<file path="config.mk">
export PLATFORM = sky130hd
export DESIGN_NAME = universal_storage_register
export DESIGN_NICKNAME = d
export VERILOG_FILES = /design/src/rtl/storage_pkg.sv /design/src/rtl/universal_storage_register_frame_counter.sv /design/src/rtl/universal_storage_register.sv
export SDC_FILE = /design/constraint.sdc
export NUM_CORES = 1
export LEC_CHECK = 0
export BUFFER_PORTS_ARGS = -buffer_cell sky130_fd_sc_hd__buf_2
export CAP_MARGIN = 20
export CORE_UTILIZATION = 44
export DETAILED_ROUTE_END_ITERATION = 8
export GPL_TIMING_DRIVEN = 0
export PLACE_DENSITY = 0.74
export SYNTH_ARGS = -nofsm -noshare
export SYNTH_HDL_FRONTEND = slang
export SYNTH_SLANG_ARGS = --single-unit
</file>
<file path="constraint.sdc">
create_clock -name clk -period 1.4 [get_ports clk]
set_input_delay 0.21 -clock clk [delete_from_list [all_inputs] [get_ports clk]]
set_output_delay 0.21 -clock clk [all_outputs]
set_load 0.005 [all_outputs]
</file>
<file path="src/rtl/storage_pkg.sv">
// ----------------------------------------------------------------------------
// storage_pkg
// Shared definitions for the universal storage register:
//   - mode_e     : operation select encoding
//   - cnt_width  : width of the shift/rotate frame counter for a given WIDTH
// ----------------------------------------------------------------------------
package storage_pkg;

   typedef enum logic [2:0] {
      MODE_HOLD = 3'b000,
      MODE_LOAD = 3'b001,
      MODE_SHL  = 3'b010,
      MODE_SHR  = 3'b011,
      MODE_ROTL = 3'b100,
      MODE_ROTR = 3'b101,
      MODE_CLR  = 3'b110,
      MODE_RSVD = 3'b111
   } mode_e;

   // Counter width: enough bits to hold WIDTH-1, never less than one bit.
   function automatic int cnt_width(input int width);
      int w;
      w = $clog2(width);
      if (w < 1) begin
         w = 1;
      end else begin
         w = w;
      end
      return w;
   endfunction

endpackage

</file>
<file path="src/rtl/universal_storage_register_frame_counter.sv">
// ----------------------------------------------------------------------------
// frame_counter
// Counts shift/rotate operations and pulses frame_done on the edge that
// completes every WIDTH-th operation.
// Ports:
//   clk        in  : capture clock (edge already selected by the parent)
//   reset_n    in  : asynchronous active-low reset
//   count_en   in  : a shift/rotate is happening this edge
//   clear      in  : LOAD/CLR this edge; zeroes the count without a pulse
//   bit_cnt    out : operations counted in the current frame
//   frame_done out : registered one-edge completion pulse
// ----------------------------------------------------------------------------
module frame_counter
   import storage_pkg::*;
#(
   parameter int WIDTH = 8
) (
   input  logic                          clk,
   input  logic                          reset_n,
   input  logic                          count_en,
   input  logic                          clear,
   output logic [cnt_width(WIDTH)-1:0]   bit_cnt,
   output logic                          frame_done
);

   localparam int CW = cnt_width(WIDTH);
   localparam logic [CW-1:0] CNT_LAST = CW'(WIDTH - 1);

   logic [CW-1:0] cnt_q, cnt_d;
   logic          done_q, done_d;

   // Next count and pulse; any non-counting edge drops the pulse.
   always_comb begin
      cnt_d  = cnt_q;
      done_d = 1'b0;
      if (clear) begin
         cnt_d  = {CW{1'b0}};
         done_d = 1'b0;
      end else if (count_en) begin
         if (cnt_q == CNT_LAST) begin
            cnt_d  = {CW{1'b0}};
            done_d = 1'b1;
         end else begin
            cnt_d  = cnt_q + {{(CW-1){1'b0}}, 1'b1};
            done_d = 1'b0;
         end
      end else begin
         cnt_d  = cnt_q;
         done_d = 1'b0;
      end
   end

   // Counter and pulse registers.
   always_ff @(posedge clk or negedge reset_n) begin
      if (!reset_n) begin
         cnt_q  <= {CW{1'b0}};
         done_q <= 1'b0;
      end else begin
         cnt_q  <= cnt_d;
         done_q <= done_d;
      end
   end

   assign bit_cnt    = cnt_q;
   assign frame_done = done_q;

endmodule

</file>
<file path="src/rtl/universal_storage_register.sv">
// ----------------------------------------------------------------------------
// universal_storage_register
// WIDTH-bit universal register: hold / load / shift left / shift right /
// rotate left / rotate right / synchronous clear, with serial in/out on both
// ends and a frame counter over shift/rotate operations.
// Ports:
//   clk        in  : clock; capture edge chosen by EDGE (1 rising, 0 falling)
//   reset_n    in  : asynchronous active-low reset
//   en         in  : operation enable (0 holds q and the count)
//   mode       in  : operation select (storage_pkg::mode_e)
//   d          in  : parallel load data
//   sin_l      in  : serial in at LSB on shift-left
//   sin_r      in  : serial in at MSB on shift-right
//   q          out : register contents
//   sout_l     out : q[WIDTH-1]
//   sout_r     out : q[0]
//   bit_cnt    out : shift/rotate count in the current frame
//   frame_done out : one-edge pulse after each WIDTH-th shift/rotate
// ----------------------------------------------------------------------------
module universal_storage_register
   import storage_pkg::*;
#(
   parameter int               WIDTH     = 8,
   parameter bit               EDGE      = 1'b1,
   parameter logic [WIDTH-1:0] RESET_VAL = '0
) (
   input  logic                          clk,
   input  logic                          reset_n,
   input  logic                          en,
   input  logic [2:0]                    mode,
   input  logic [WIDTH-1:0]              d,
   input  logic                          sin_l,
   input  logic                          sin_r,
   output logic [WIDTH-1:0]              q,
   output logic                          sout_l,
   output logic                          sout_r,
   output logic [cnt_width(WIDTH)-1:0]   bit_cnt,
   output logic                          frame_done
);

   logic             cap_clk;
   logic [WIDTH-1:0] q_q, q_d;
   logic             count_en_s;
   logic             clear_s;

   // The only place the clock may be inverted: everything stateful runs on
   // cap_clk so both the register and the counter share the chosen edge.
   generate
      if (EDGE) begin : g_rise
         assign cap_clk = clk;
      end else begin : g_fall
         assign cap_clk = ~clk;
      end
   endgenerate

   // Next-state datapath and frame-counter controls from en/mode.
   always_comb begin
      q_d        = q_q;
      count_en_s = 1'b0;
      clear_s    = 1'b0;
      if (en) begin
         case (mode_e'(mode))
            MODE_HOLD: q_d = q_q;
            MODE_LOAD: begin
               q_d     = d;
               clear_s = 1'b1;
            end
            MODE_SHL: begin
               q_d        = {q_q[WIDTH-2:0], sin_l};
               count_en_s = 1'b1;
            end
            MODE_SHR: begin
               q_d        = {sin_r, q_q[WIDTH-1:1]};
               count_en_s = 1'b1;
            end
            MODE_ROTL: begin
               q_d        = {q_q[WIDTH-2:0], q_q[WIDTH-1]};
               count_en_s = 1'b1;
            end
            MODE_ROTR: begin
               q_d        = {q_q[0], q_q[WIDTH-1:1]};
               count_en_s = 1'b1;
            end
            MODE_CLR: begin
               q_d     = {WIDTH{1'b0}};
               clear_s = 1'b1;
            end
            MODE_RSVD: q_d = q_q;
            default:   q_d = q_q;
         endcase
      end else begin
         q_d = q_q;
      end
   end

   // Storage register.
   always_ff @(posedge cap_clk or negedge reset_n) begin
      if (!reset_n) begin
         q_q <= RESET_VAL;
      end else begin
         q_q <= q_d;
      end
   end

   frame_counter #(
      .WIDTH (WIDTH)
   ) u_frame_counter (
      .clk        (cap_clk),
      .reset_n    (reset_n),
      .count_en   (count_en_s),
      .clear      (clear_s),
      .bit_cnt    (bit_cnt),
      .frame_done (frame_done)
   );

   assign q      = q_q;
   assign sout_l = q_q[WIDTH-1];
   assign sout_r = q_q[0];

endmodule

</file>
Word-level counts from Yosys, hierarchy flattened
Cells that the tools add are included.

Mux-type cells: 11. Add/subtract/negate cells: 1. Reductions and logical operators: 6. Bitwise logic cells: 1. Equal/unequal tests: 8.

Operator list (number): case mux 8 bit (6 select lines) (1); == test 3 bit (second input constant) (5); two-way mux 3 bit (3); two-way mux 1 bit (7); == test 3 x 2 -> 1 bit (second input constant) (2); OR reduction 2 bit (2); OR reduction 4 bit (1); adder 3 x 1 -> 3 bit (second input constant) (1); == test 3 x 1 -> 1 bit (second input constant) (1); zero test 3 bit (1); AND reduction 2 bit (1); nonzero test 2 bit (1); NOT 1 bit (1).

Input port bits: 16. Logic and storage cells: 30. Register bits: 12.

Depth between registers and ports, before layout
Gate-level depths: netlist of run 1.

Depth in word-level cells: 6. Gate-level depth with buffers: 6. Mapped depth without buffers: 6.

Cells and area by module
From an unflattened synthesis of run 1, not the netlist that was laid out.

Cell total of the unflattened synthesis: 93. Area, all modules: 878.3 µm².

By module, submodules not included: universal_storage_register (area each 694.4 µm², instances 1, cells an instance 78); frame_counter (area each 183.9 µm², instances 1, cells an instance 15).

Least setup slack after synthesis of run 1
OpenSTA, ideal clock, no wires.

Path type: reg-to-reg. Start point: reg u_frame_counter.cnt_q[0], in the netlist u_frame_counter.bit_cnt[0]. End point: reg u_frame_counter.cnt_q[0], in the netlist u_frame_counter.bit_cnt[0]. Required time: 1310 ps. Arrival time: 1280 ps. Setup slack: 30 ps. Period minus slack after synthesis: 1370 ps. Cell stages (with the launch flop): 6. Cell sequence: dfrtp_1 > ha_1 > ha_1 > o41ai_1 > nand2_1 > o221ai_1.

Longest elaborated chain between the ends: 4. Elaborated cells on any way between the ends: 5. Those cells by class: add/sub: 1; eq/ne: 1; mux: 3.

RTL lines: start, declared (RTL line universal_storage_register_frame_counter.sv:29) `logic [CW-1:0] cnt_q, cnt_d;`; start signal, assigned (RTL line universal_storage_register_frame_counter.sv:56) `cnt_q <= {CW{1'b0}};`; start signal, assigned (RTL line universal_storage_register_frame_counter.sv:59) `cnt_q <= cnt_d;`; adder 3 x 1 -> 3 bit or == test 3 bit (tied branches) (RTL line universal_storage_register_frame_counter.sv:44, universal_storage_register_frame_counter.sv:40); two-way mux 3 bit * (RTL line universal_storage_register_frame_counter.sv:40) `if (cnt_q == CNT_LAST) begin`; two-way mux 3 bit * (RTL line universal_storage_register_frame_counter.sv:39) `end else if (count_en) begin`; two-way mux 3 bit * (RTL line universal_storage_register_frame_counter.sv:36) `if (clear) begin`.

Mark *: on every way between the ends. The rest lies on a longest branch, timed or not. The select of a mux whose other input is x is not followed. A chain may end at the register's enable or synchronous reset.

Worst setup path in the final report of run 1
Start point: reg u_frame_counter.cnt_q[0], in the netlist u_frame_counter.bit_cnt[0]. End point: reg u_frame_counter.cnt_q[2], in the netlist u_frame_counter.bit_cnt[2].

The elaborated chain is that of the path after synthesis.

==> results of run 1 <==
==> cell families (layout without fill, tap and decap cells) <==
logic type      count (synthesis)  in the layout  share of synthesized area
compound gates                 46             46                     0.3907
fa+ha+maj                       3              3                    0.04090
flops                          12             12                     0.3385
xor+xnor                        1              1                   0.009875
buf+inv                        14             49                    0.08744
simple gates                   25             25                     0.1326
==> flip-flops by register name, indices dropped and copies added, names as in the netlist <==
signal / flops
q: 8
u_frame_counter.bit_cnt: 3
u_frame_counter.frame_done: 1
==> worst max-delay path, delay by kind of cell (launching register included) <==
| family | cells | cell delay, ns |
|---|---|---|
| adders and majority gates | 2 | 0.44 |
| DFF | 1 | 0.42 |
| AOI/OAI and AO/OA | 2 | 0.27 |
| and+or+nand+nor | 2 | 0.13 |
==> metal layers <==
layer | wire (um) | share of wire | vias up
met2 | 1135 | 0.45 | 46
li1 | - | - | 457
met3 | 157 | 0.063 | 4
met4 | 14 | 0.0056 | 0
met1 | 1194 | 0.48 | 465
met5 | 0 | 0 | -
==> worst paths after layout <==
kind | slack, ns | endpoint | startpoint
hold reg to reg | 0.60 | q[7] | q[7]
hold / removal | 0.20 | q[6] | d[6]
max in group asynchronous | 0.83 | u_frame_counter.bit_cnt[0] | reset_n
setup / recovery | 0.03 | u_frame_counter.bit_cnt[2] | u_frame_counter.bit_cnt[0]
setup reg to reg | 0.03 | u_frame_counter.bit_cnt[2] | u_frame_counter.bit_cnt[0]
min in group asynchronous | 0.33 | q[1] | reset_n
==> report_power, final <==
part           switching (uW)  internal (uW)  leakage, uW
registers                 108            424     0.000143
clock network             142            159    0.0000210
logic                     254            287     0.000343
total                     504            869     0.000506
==> area by class of cell <==
class,count,share of cell area
Multi-Input combinational cell,75,0.4742
Sequential cell,12,0.2591
Timing Repair Buffer,31,0.1419
Buffer,8,0.04731
Clock buffer,4,0.03118
Tap cell,25,0.02688
Inverter,6,0.01935
==> per-stage QoR <==
step | worst slack, ns | std cells | instance area (um^2) | total power, uW | utilization
6_report | 0.03277 | 161 | 1164 | 1373 | 0.6458
4_1_cts | 0.005778 | 161 | 1129 | 1306 | 0.6264
3_5_place_dp | -0.08137 | 154 | 1059 | 968.5 | 0.5875
3_3_place_gp | -0.02018 | 154 | 1059 | 945.6 | 0.5875
5_1_grt | -0.0007748 | 161 | 1164 | 1470 | 0.6458
2_1_floorplan | 0.03014 | 101 | 887.1 | 783.8 | -
==> cells in the mapped netlist, types with 3 or more instances <==
cell type,count,area share
nand2_1,13,0.055
inv_2,3,0.013
nor2_1,3,0.013
o221a_2,5,0.063
buf_4,4,0.034
o21ai_0,10,0.056
dfrtp_1,12,0.34
a21oi_1,9,0.051
o2111ai_1,6,0.059
inv_1,3,0.013
==> repair_timing <==
action                                  in CTS  in global routing
hold buffers                                 1                  0
gates resized for setup                      3                  6
endpoints found under the hold margin       12                  0
setup buffers                                2                  0
pin swaps                                    1                  3
gates cloned                                 0                  0
endpoints found under the setup margin       2                  2
==> results.md, run 1 <==
* Yosys warning total at 0
* Core Region at 1802 um^2
* Clk_lat worst skew at 0.29 ns
* Setup TNS at 0 ns
* First-pass GRT wire length at 3739 um
* R2r worst-path depth at 6
* First DRT Iteration DRCs at 35
* Commonest non-fill, non-tap cell in the layout: buf_2
* Seq/Total Area, Yosys at 0.3385
* Critical path's slowest cell: dfrtp_2
* Final #Nets at 155
* Commonest register cell after synthesis: dfrtp_1
* Status: finished clean
* Largest net degree at the start of global routing at 13
* Critical Path Start Type: flop
* Register area at 301.5 um^2
* Tmin final at 1.367 ns
* Die ar. at 2200 um^2
* IO Port Bufs at 28
* Sink Count at 12
* H-Tree Depth at 1
* Unique masters post-synth at 34
* Max_cap viols at 0
* # setup viols final at 0
* Slew Viols, Final at 0
* Final Cycle Share at 0.9766
* Drt drc at 0
* FFs w/ async S/R, synth at 1.000
* Post-synthesis cell area at 887.1 um^2
* Vias after detailed routing at 972
* Min-Delay Path Depth at 2
* Most frequent cells in the layout: buf_2 (30), nand2_1 (12), dfrtp_1 (11)
* Initial antenna violation count at 0
* Clock Skews at 0.006560 ns
* Area grow syn2layout at 31.17%
* Clk root buf: clkbuf_4
* Vias in the first global route at 755
* Worst-path fanout max at 2
* WL per Instance at 15.53 um
* M3 GR Usage at 0.08077
* Total grt overflow at 0
* Vias per cell at 6.037
* CP arrival at 1.55 ns
* Critical Path RT at 1.58 ns
* # diodes at 0
* Total Routed Length at 2501 um
* Pleak at 0.0005063 uW
* Critical-path cell list: ha_2, ha_4, nand2_2, nor2_1, a31oi_1, o21ai_1
* Synthesized area per cell at 8.783 um^2
* PD cells at 1180 nW/um^2
* Slew @ Worst Pin at 0.4367 ns
* Initial Util at 0.4924
* Clk buf depth at 2
* GR Util met2 at 0.3556
* # fillers at 179
* Worst rel slew slack at 0.7089
* HP Class: input pin to flop
* Chip width at 46.90 um
* I/O Pins at 30
* CTS tree: yes
* GRT Util Overall at 0.2454
* Multi-input gate area at 551.8 um^2
* Layout cells sized above 1 at 0.4559
* Met1 Resource Use GR at 0.3621
* Number of synthesized register bits at 12
* TritonCTS buffer count at 3
* # rows at 15
* Fmax at 731.4 MHz
* Reg clk slew, reported paths at 0.09 ns
* EDFF count, synth at 0
* Chip Height at 46.90 um
* Pre-antenna DRT Iters at 4
* Crit path largest cell delay at 0.42 ns
* Cell count after synthesis at 101
* Syn_nets at 119
* Gpl congestion at 0.8284
* Hold Fails Final Rpt at 0
* Fin Hold WS at 0.2016 ns
* IR drop worst, VDD at 0.0007476 V
* Worst Setup End Kind: flop
* Dpl hpwl at 1691 um
* Post-DRT Antenna Nets at 0
* GRT busiest layer: met1
* Worst Setup Path Type: flop to flop
No activity file was read; power rests on OpenSTA's default activity.
==> run 2: changes to the inputs <==
--- a/config.mk
+++ b/config.mk
@@ -9,7 +9,6 @@
 export CAP_MARGIN = 20
 export CORE_UTILIZATION = 44
 export DETAILED_ROUTE_END_ITERATION = 8
-export GPL_TIMING_DRIVEN = 0
 export PLACE_DENSITY = 0.74
 export SYNTH_ARGS = -nofsm -noshare
 export SYNTH_HDL_FRONTEND = slang
==> run 2 against run 1 <==
  * Critical path depth is the same
  * Combinational power fell by 5.5%
  * Sequential cell count is the same
  * Sequential power shrank 2%
  * Hold slack gained 0.021 ns
  * Sequential share of layout area increased by 0.23 points
  * First-iteration DRC count is 17% lower
  * Clock skew shrank 0.0044 ns
  * Largest cell class unchanged
==> results.md, run 2 (synthesis gave the netlist of run 1 again) <==
* Clk root buf: clkbuf_4
* GRT Util Overall at 0.2310 (-0.01443)
* Tmin final at 1.317 ns (-0.05011 ns)
* # setup viols final at 0 (unchanged)
* Die ar. at 2200 um^2 (unchanged)
* PD cells at 1083 nW/um^2 (-8.2%)
* R2R setup slack at 0.08 ns (+0.05 ns)
* Final Util at 0.6375 (-0.008333)
* Crit path buffers/inverters at 0 (unchanged)
* Drt drc at 0 (unchanged)
* Max_cap viols at 0 (unchanged)
* Final Cycle Share at 0.9408 (-0.03580)
* DR WL met3 at 161 um (+2.5%)
* Vias in the first global route at 844 (+12%)
* I/O Pins at 30 (unchanged)
* Fin Hold WS at 0.2230 ns (+0.02140 ns)
* H-Tree Depth at 1 (unchanged)
* First-pass GRT wire length at 3594 um (-3.9%)
* WL per Instance at 14.34 um (-7.7%)
* Area grow syn2layout at 29.48%
* IO Port Bufs at 29 (+3.6%)
* Vias after detailed routing at 981 (+0.93%)
* Critical-path cell list: ha_2, ha_4, nand2_2, o2bb2ai_1, a22oi_1, o21ai_1
* Dpl hpwl at 1700 um (+0.53%)
* Largest net degree at the start of global routing at 13 (unchanged)
* Slew Viols, Final at 0 (unchanged)
* Worst Setup End Kind: flop
* Final worst-path setup slack at 0.08289 ns (+0.05011 ns)
* Worst Setup Path Type: flop to flop
* Slew @ Worst Pin at 0.2894 ns (-0.1473 ns)
* RSZ-0062 raised after global routing: no
* Met1 wire length at 968 um (-19%)
* # diodes at 0 (unchanged)
* DR top layer: met4
* HP Class: input pin to flop
* CTS tree: yes
* Clk buf depth at 2 (unchanged)
* Reg clk slew, reported paths at 0.08 ns (about the same)
* IR drop worst, VDD at 0.0004870 V (-35%)
* Clock Skews at 0.002204 ns (-0.004356 ns)
* Total grt overflow at 0 (unchanged)
* Metal2 WL at 1175 um (+3.5%)
* Place WS at 0.03093 ns (+0.1123 ns)
* Layout cells sized above 1 at 0.4380 (-0.01793)
* Crit path max-delay family: adder cells
* Max reg flops at 8 (unchanged)
* Setup TNS at 0 ns (unchanged)
* Hold Fails Final Rpt at 0 (unchanged)
* Final total power at 1244 uW (-9.4%)
* Initial Util at 0.4924 (unchanged)
* Pleak at 0.0005104 uW (+0.80%)
* Post-DRT Antenna Nets at 0 (unchanged)
* Sink Count at 12 (unchanged)
* Initial antenna violation count at 0 (unchanged)
* Status: finished clean
* Core Region at 1802 um^2 (unchanged)
* Most frequent cells in the layout: buf_2 (29), nand2_1 (12), dfrtp_1 (12)
* Fmax at 759.2 MHz (+3.8%)
* Gpl congestion at 0.8125 (-1.9%)
* Vias per cell at 6.056 (+0.30%)
* Worst rel slew slack at 0.8071 (+0.09818)
* Pre-antenna DRT Iters at 4 (unchanged)
* CP arrival at 1.47 ns (-0.08 ns)
* Critical path's slowest cell: dfrtp_1
* Critical Path RT at 1.55 ns (-0.03 ns)
* TritonCTS buffer count at 3 (unchanged)
* Final #Nets at 157 (+1.3%)
* First DRT Iteration DRCs at 29 (-17%)
* # rows at 15 (unchanged)
* Chip Height at 46.90 um (unchanged)
* Commonest non-fill, non-tap cell in the layout: buf_2
* Chip width at 46.90 um (unchanged)
* Worst-path fanout max at 2 (unchanged)
* Critical Path Start Type: flop
* Clk_lat worst skew at 0.26 ns (-0.03 ns)
* Total Routed Length at 2323 um (-7.1%)
* Crit path largest cell delay at 0.40 ns (-0.02 ns)
[run 2: path summary, 6_finish.rpt]
| path | startpoint | end | cells past startpoint |
|---|---|---|---|
| min reg2reg | q[7] | q[7] | 2 |
| min | d[2] | q[2] | 2 |
| max reg2reg | u_frame_counter.bit_cnt[0] | u_frame_counter.bit_cnt[2] | 6 |
| max in group asynchronous | reset_n | q[0] | 2 |
| min in group asynchronous | reset_n | q[2] | 2 |
| max | u_frame_counter.bit_cnt[0] | u_frame_counter.bit_cnt[2] | 6 |
[run 2: worst register-to-register path, cell delays in order, from the launching register on]
cell and delay (ns):
dfrtp_1 0.40, ha_2 0.20, ha_4 0.23, nand2_2 0.07
o2bb2ai_1 0.07, a22oi_1 0.15, o21ai_1 0.08
[run 2: through the flow]
step	cells	instance area, um^2
2_1_floorplan	101	887.1
3_3_place_gp	158	1091
3_5_place_dp	158	1091
4_1_cts	162	1124
5_1_grt	162	1149
6_report	162	1149
[run 2: per-layer routing]
metal | up-vias | track usage
met3 | 2 | 0.03462
met1 | 463 | 0.2797
met2 | 58 | 0.4028
met4 | 0 | 0.1029
li1 | 458 | -
met5 | - | 0
[run 2: report_power, final]
| part | internal [uW] | switching, uW | leakage (uW) |
|---|---|---|---|
| clock | 99.3 | 111 | 0.0000138 |
| combinational | 272 | 239 | 0.000353 |
| sequential | 423 | 101 | 0.000144 |
| total | 794 | 451 | 0.000510 |
[run 2: area by class of cell]
| type | count | area [um^2] |
|---|---|---|
| tap | 25 | 31.28 |
| sequential | 12 | 300.3 |
| inverter | 6 | 22.52 |
| clock buffer | 3 | 22.52 |
| fill | 175 | 653.1 |
| timing repair buffer | 41 | 237.7 |
| multi-input combinational | 75 | 534.3 |
[run 2: repair_timing]
action / in CTS / in global routing
setup endpoints to repair: 0 / 2
gates resized for setup: 0 / 5
setup buffers: 0 / 0
endpoints found under the hold margin: 12 / 0
hold buffers: 1 / 0
==> run 3: changes to the inputs <==
--- a/config.mk
+++ b/config.mk
@@ -5,11 +5,12 @@
 export SDC_FILE = /design/constraint.sdc
 export NUM_CORES = 1
 export LEC_CHECK = 0
+export ABC_AREA = 1
 export BUFFER_PORTS_ARGS = -buffer_cell sky130_fd_sc_hd__buf_2
 export CAP_MARGIN = 20
-export CORE_UTILIZATION = 44
+export CORE_UTILIZATION = 43
 export DETAILED_ROUTE_END_ITERATION = 8
-export PLACE_DENSITY = 0.74
+export PLACE_DENSITY_LB_ADDON = 0.1
 export SYNTH_ARGS = -nofsm -noshare
 export SYNTH_HDL_FRONTEND = slang
 export SYNTH_SLANG_ARGS = --single-unit
==> run 3 against run 2 <==
  * Utilization fell by 7.4 points
  * Sequential cell count unchanged
  * Register-to-register slack gained 0.15 ns
  * Largest cell class unchanged
  * Critical path depth fell by 1
  * Highest routed layer unchanged
  * Critical path type unchanged
  * Clock skew up 0.0078 ns
==> results.md, run 3 <==
* HP Class: input pin to flop
* Seq/Total Area, Yosys at 0.3653 (+0.02679)
* Critical path's slowest cell: dfrtp_1
* Hold EP: u_frame_counter.frame_done
* Finished Cell Area at 993.5 um^2 (-14%)
* Cell count after synthesis at 124 (+23%)
* PD cells at 1082 nW/um^2 (-0.12%)
* # diodes at 0 (unchanged)
* Dpl hpwl at 1349 um (-21%)
* IO Port Bufs at 29 (unchanged)
* First-pass GRT wire length at 2960 um (-18%)
* Synth cell count leaders: nand2_1 (54), nor2_1 (17), nand3_1 (13)
* Drt drc at 0 (unchanged)
* Min-Delay Path Depth at 3 (+1)
* Setup TNS at 0 ns (unchanged)
* Final Util at 0.5631 (-0.07438)
* Critical-path cell list: ha_1, ha_1, nor2_1, nand2_1, o21ai_1
* Yosys warning total at 0 (unchanged)
* R2R setup slack at 0.23 ns (+0.15 ns)
* H-Tree Depth at 1 (unchanged)
* Critical Path Start Type: flop
* Worst rel slew slack at 0.8059 (-0.001188)
* Crit path largest cell delay at 0.42 ns (+0.02 ns)
* Slew Viols, Final at 0 (unchanged)
* TritonCTS buffer count at 3 (unchanged)
* Vias per cell at 4.625 (-24%)
* IR drop worst, VDD at 0.0008131 V (+67%)
* Number of cells on the critical path at 5 (-1)
* Synthesized area per cell at 6.629 um^2 (-25%)
* Chip width at 45.73 um (-2.5%)
* Hold Fails Final Rpt at 0 (unchanged)
* Total Routed Length at 1789 um (-23%)
* Top-count cell post-synth: nand2_1
* I/O Pins at 30 (unchanged)
* # setup viols final at 0 (unchanged)
* Vias in the first global route at 689 (-18%)
* Post-DRT Antenna Nets at 0 (unchanged)
* First DRT Iteration DRCs at 15 (-48%)
* EDFF count, synth at 0 (unchanged)
* RSZ-0062 raised after global routing: no
* Max_cap viols at 0 (unchanged)
* Clk_lat worst skew at 0.27 ns (about the same)
* WL per Instance at 10.16 um (-29%)
* Worst Setup End Kind: flop
* Largest net degree at the start of global routing at 21 (+8)
* Worst Setup Path Type: flop to flop
* Pre-antenna DRT Iters at 4 (unchanged)
* Clk buf depth at 2 (unchanged)
* Sink Count at 12 (unchanged)
* Commonest register cell after synthesis: dfrtp_1
* Share of the synthesized area in the top cell type at 0.3653 (+0.02679)
* Placed Area at 960.9 um^2 (-12%)
* Min-delay src: en
* Unique masters post-synth at 16 (-53%)
* Core Region at 1764 um^2 (-2.1%)
* Die ar. at 2091 um^2 (-4.9%)
* Vias after detailed routing at 814 (-17%)
* R2r worst-path depth at 5 (-1)
* CP arrival at 1.36 ns (-0.11 ns)
* Final total power at 1075 uW (-14%)
* Clock Skews at 0.009974 ns (+0.007770 ns)
* Reg-to-reg startpoint: u_frame_counter.bit_cnt[0]
* # rows at 15 (unchanged)
* Max reg flops at 8 (unchanged)
* Clk root buf: clkbuf_4
* Initial Util at 0.4660 (-0.02640)
* Crit path buffers/inverters at 0 (unchanged)
* Number of synthesized register bits at 12 (unchanged)
* Post-synthesis cell area at 822.0 um^2 (-7.3%)
* Slew @ Worst Pin at 0.2912 ns (+0.001782 ns)
* Pleak at 0.0005918 uW (+16%)
* Total grt overflow at 0 (unchanged)
* Area grow syn2layout at 20.85%
* Reg clk slew, reported paths at 0.09 ns (about the same)
* Most Frequent Cell on Critical Path: ha_1
* Layout cells sized above 1 at 0.2781 (-0.1598)
* Worst-path fanout max at 4 (+2)
* Chip Height at 45.73 um (-2.5%)
* Crit path max-delay family: flip-flops
* Most frequent cells in the layout: nand2_1 (54), buf_2 (29), nor2_1 (17)
* Tmin final at 1.166 ns (-0.1515 ns)
* Status: finished clean
* Critical Path RT at 1.59 ns (+0.04 ns)
* Initial antenna violation count at 0 (unchanged)
* Leading area contributor after synthesis: dfrtp_1
* Final #Nets at 171 (+8.9%)
* Commonest non-fill, non-tap cell in the layout: nand2_1
* Syn_nets at 142 (+19%)
* GRT Util Overall at 0.1997 (-0.03134)
* Synth area leaders: dfrtp_1 (37%), nand2_1 (25%), nand3_1 (7.9%)
* Fmax at 857.9 MHz (+13%)
* Gpl congestion at 0.7965 (-2.0%)
* FFs w/ async S/R, synth at 1.000 (unchanged)
* CTS tree: yes
* Worst R2R End: u_frame_counter.bit_cnt[0]
* Final Cycle Share at 0.8326 (-0.1082)
==> run 3: cell count changes in the layout (fill, tap and decap cells not counted), moves of 4 or more <==
cell,delta
o2111ai_1,-6
o221a_2,-5
a21oi_1,-9
o21ai_0,-9
buf_4,-11
nand3_1,+11
nor2_1,+14
nor2_2,+4
nand2_1,+42
==> run 3: kinds of logic (layout without fill, tap and decap cells) <==
family | Yosys count | in the layout | share of synthesized area
AO/OA/AOI/OAI | 2 | 2 | 0.01218
adder cells (fa/ha/maj) | 2 | 2 | 0.03044
buffers and inverters | 13 | 40 | 0.09740
flip-flops | 12 | 12 | 0.3653
AND/OR/NAND/NOR | 95 | 95 | 0.4947
==> run 3: layout make-up <==
cell class / instances / area, um^2
Clock buffer: 3 / 22.52
Fill cell: 191 / 770.7
Inverter: 6 / 22.52
Multi-Input combinational cell: 99 / 441.7
Sequential cell: 12 / 300.3
Tap cell: 25 / 31.28
Timing Repair Buffer: 31 / 175.2
==> run 3: layer usage <==
metal / GRT usage / share of wire / routed length (um) / vias to the layer above
li1: - / - / - / 440
met2: 0.3343 / 0.47 / 846 / 18
met3: 0.05159 / 0.036 / 65 / 2
met1: 0.2469 / 0.48 / 866 / 354
met4: 0.07059 / 0.0056 / 10 / 0
met5: 0 / 0 / 0 / -
==> run 3: worst max-delay path by stage <==
stage                               startpoint                    endpoint  slack, ns
floorplan           u_frame_counter.bit_cnt[0]  u_frame_counter.bit_cnt[0]       0.31
global placement                       mode[0]                        q[7]       0.22
detailed placement                     mode[0]                        q[5]       0.18
CTS                 u_frame_counter.bit_cnt[0]  u_frame_counter.bit_cnt[0]       0.23
global route        u_frame_counter.bit_cnt[0]  u_frame_counter.bit_cnt[0]       0.17
finish              u_frame_counter.bit_cnt[0]  u_frame_counter.bit_cnt[0]       0.23
==> run 3: metrics by stage <==
stage	setup WS, ns	hold WS, ns	instances
detailed placement	0.1778	0.1183	172
CTS	0.2301	0.2224	176
global placement	0.2250	0.1073	172
finish	0.2343	0.2308	176
global route	0.1703	0.2368	176
floorplan	0.3090	-0.08559	124
==> run 3: what timing repair did <==
item,4_1_cts,5_1_grt
gates resized for setup,0,0
buffers inserted,0,0
hold endpoints to repair,12,0
hold buffers,1,0
==> run 3: report_power, final <==
| group | switching, uW | internal, uW |
|---|---|---|
| Sequential | 80.3 | 423 |
| Clock | 121 | 99.4 |
| Combinational | 184 | 167 |
==> run 3: worst min-delay path, stage by stage <==
cell,delay (ns)
buf_2,0.13
nand3_1,0.09
inv_1,0.05
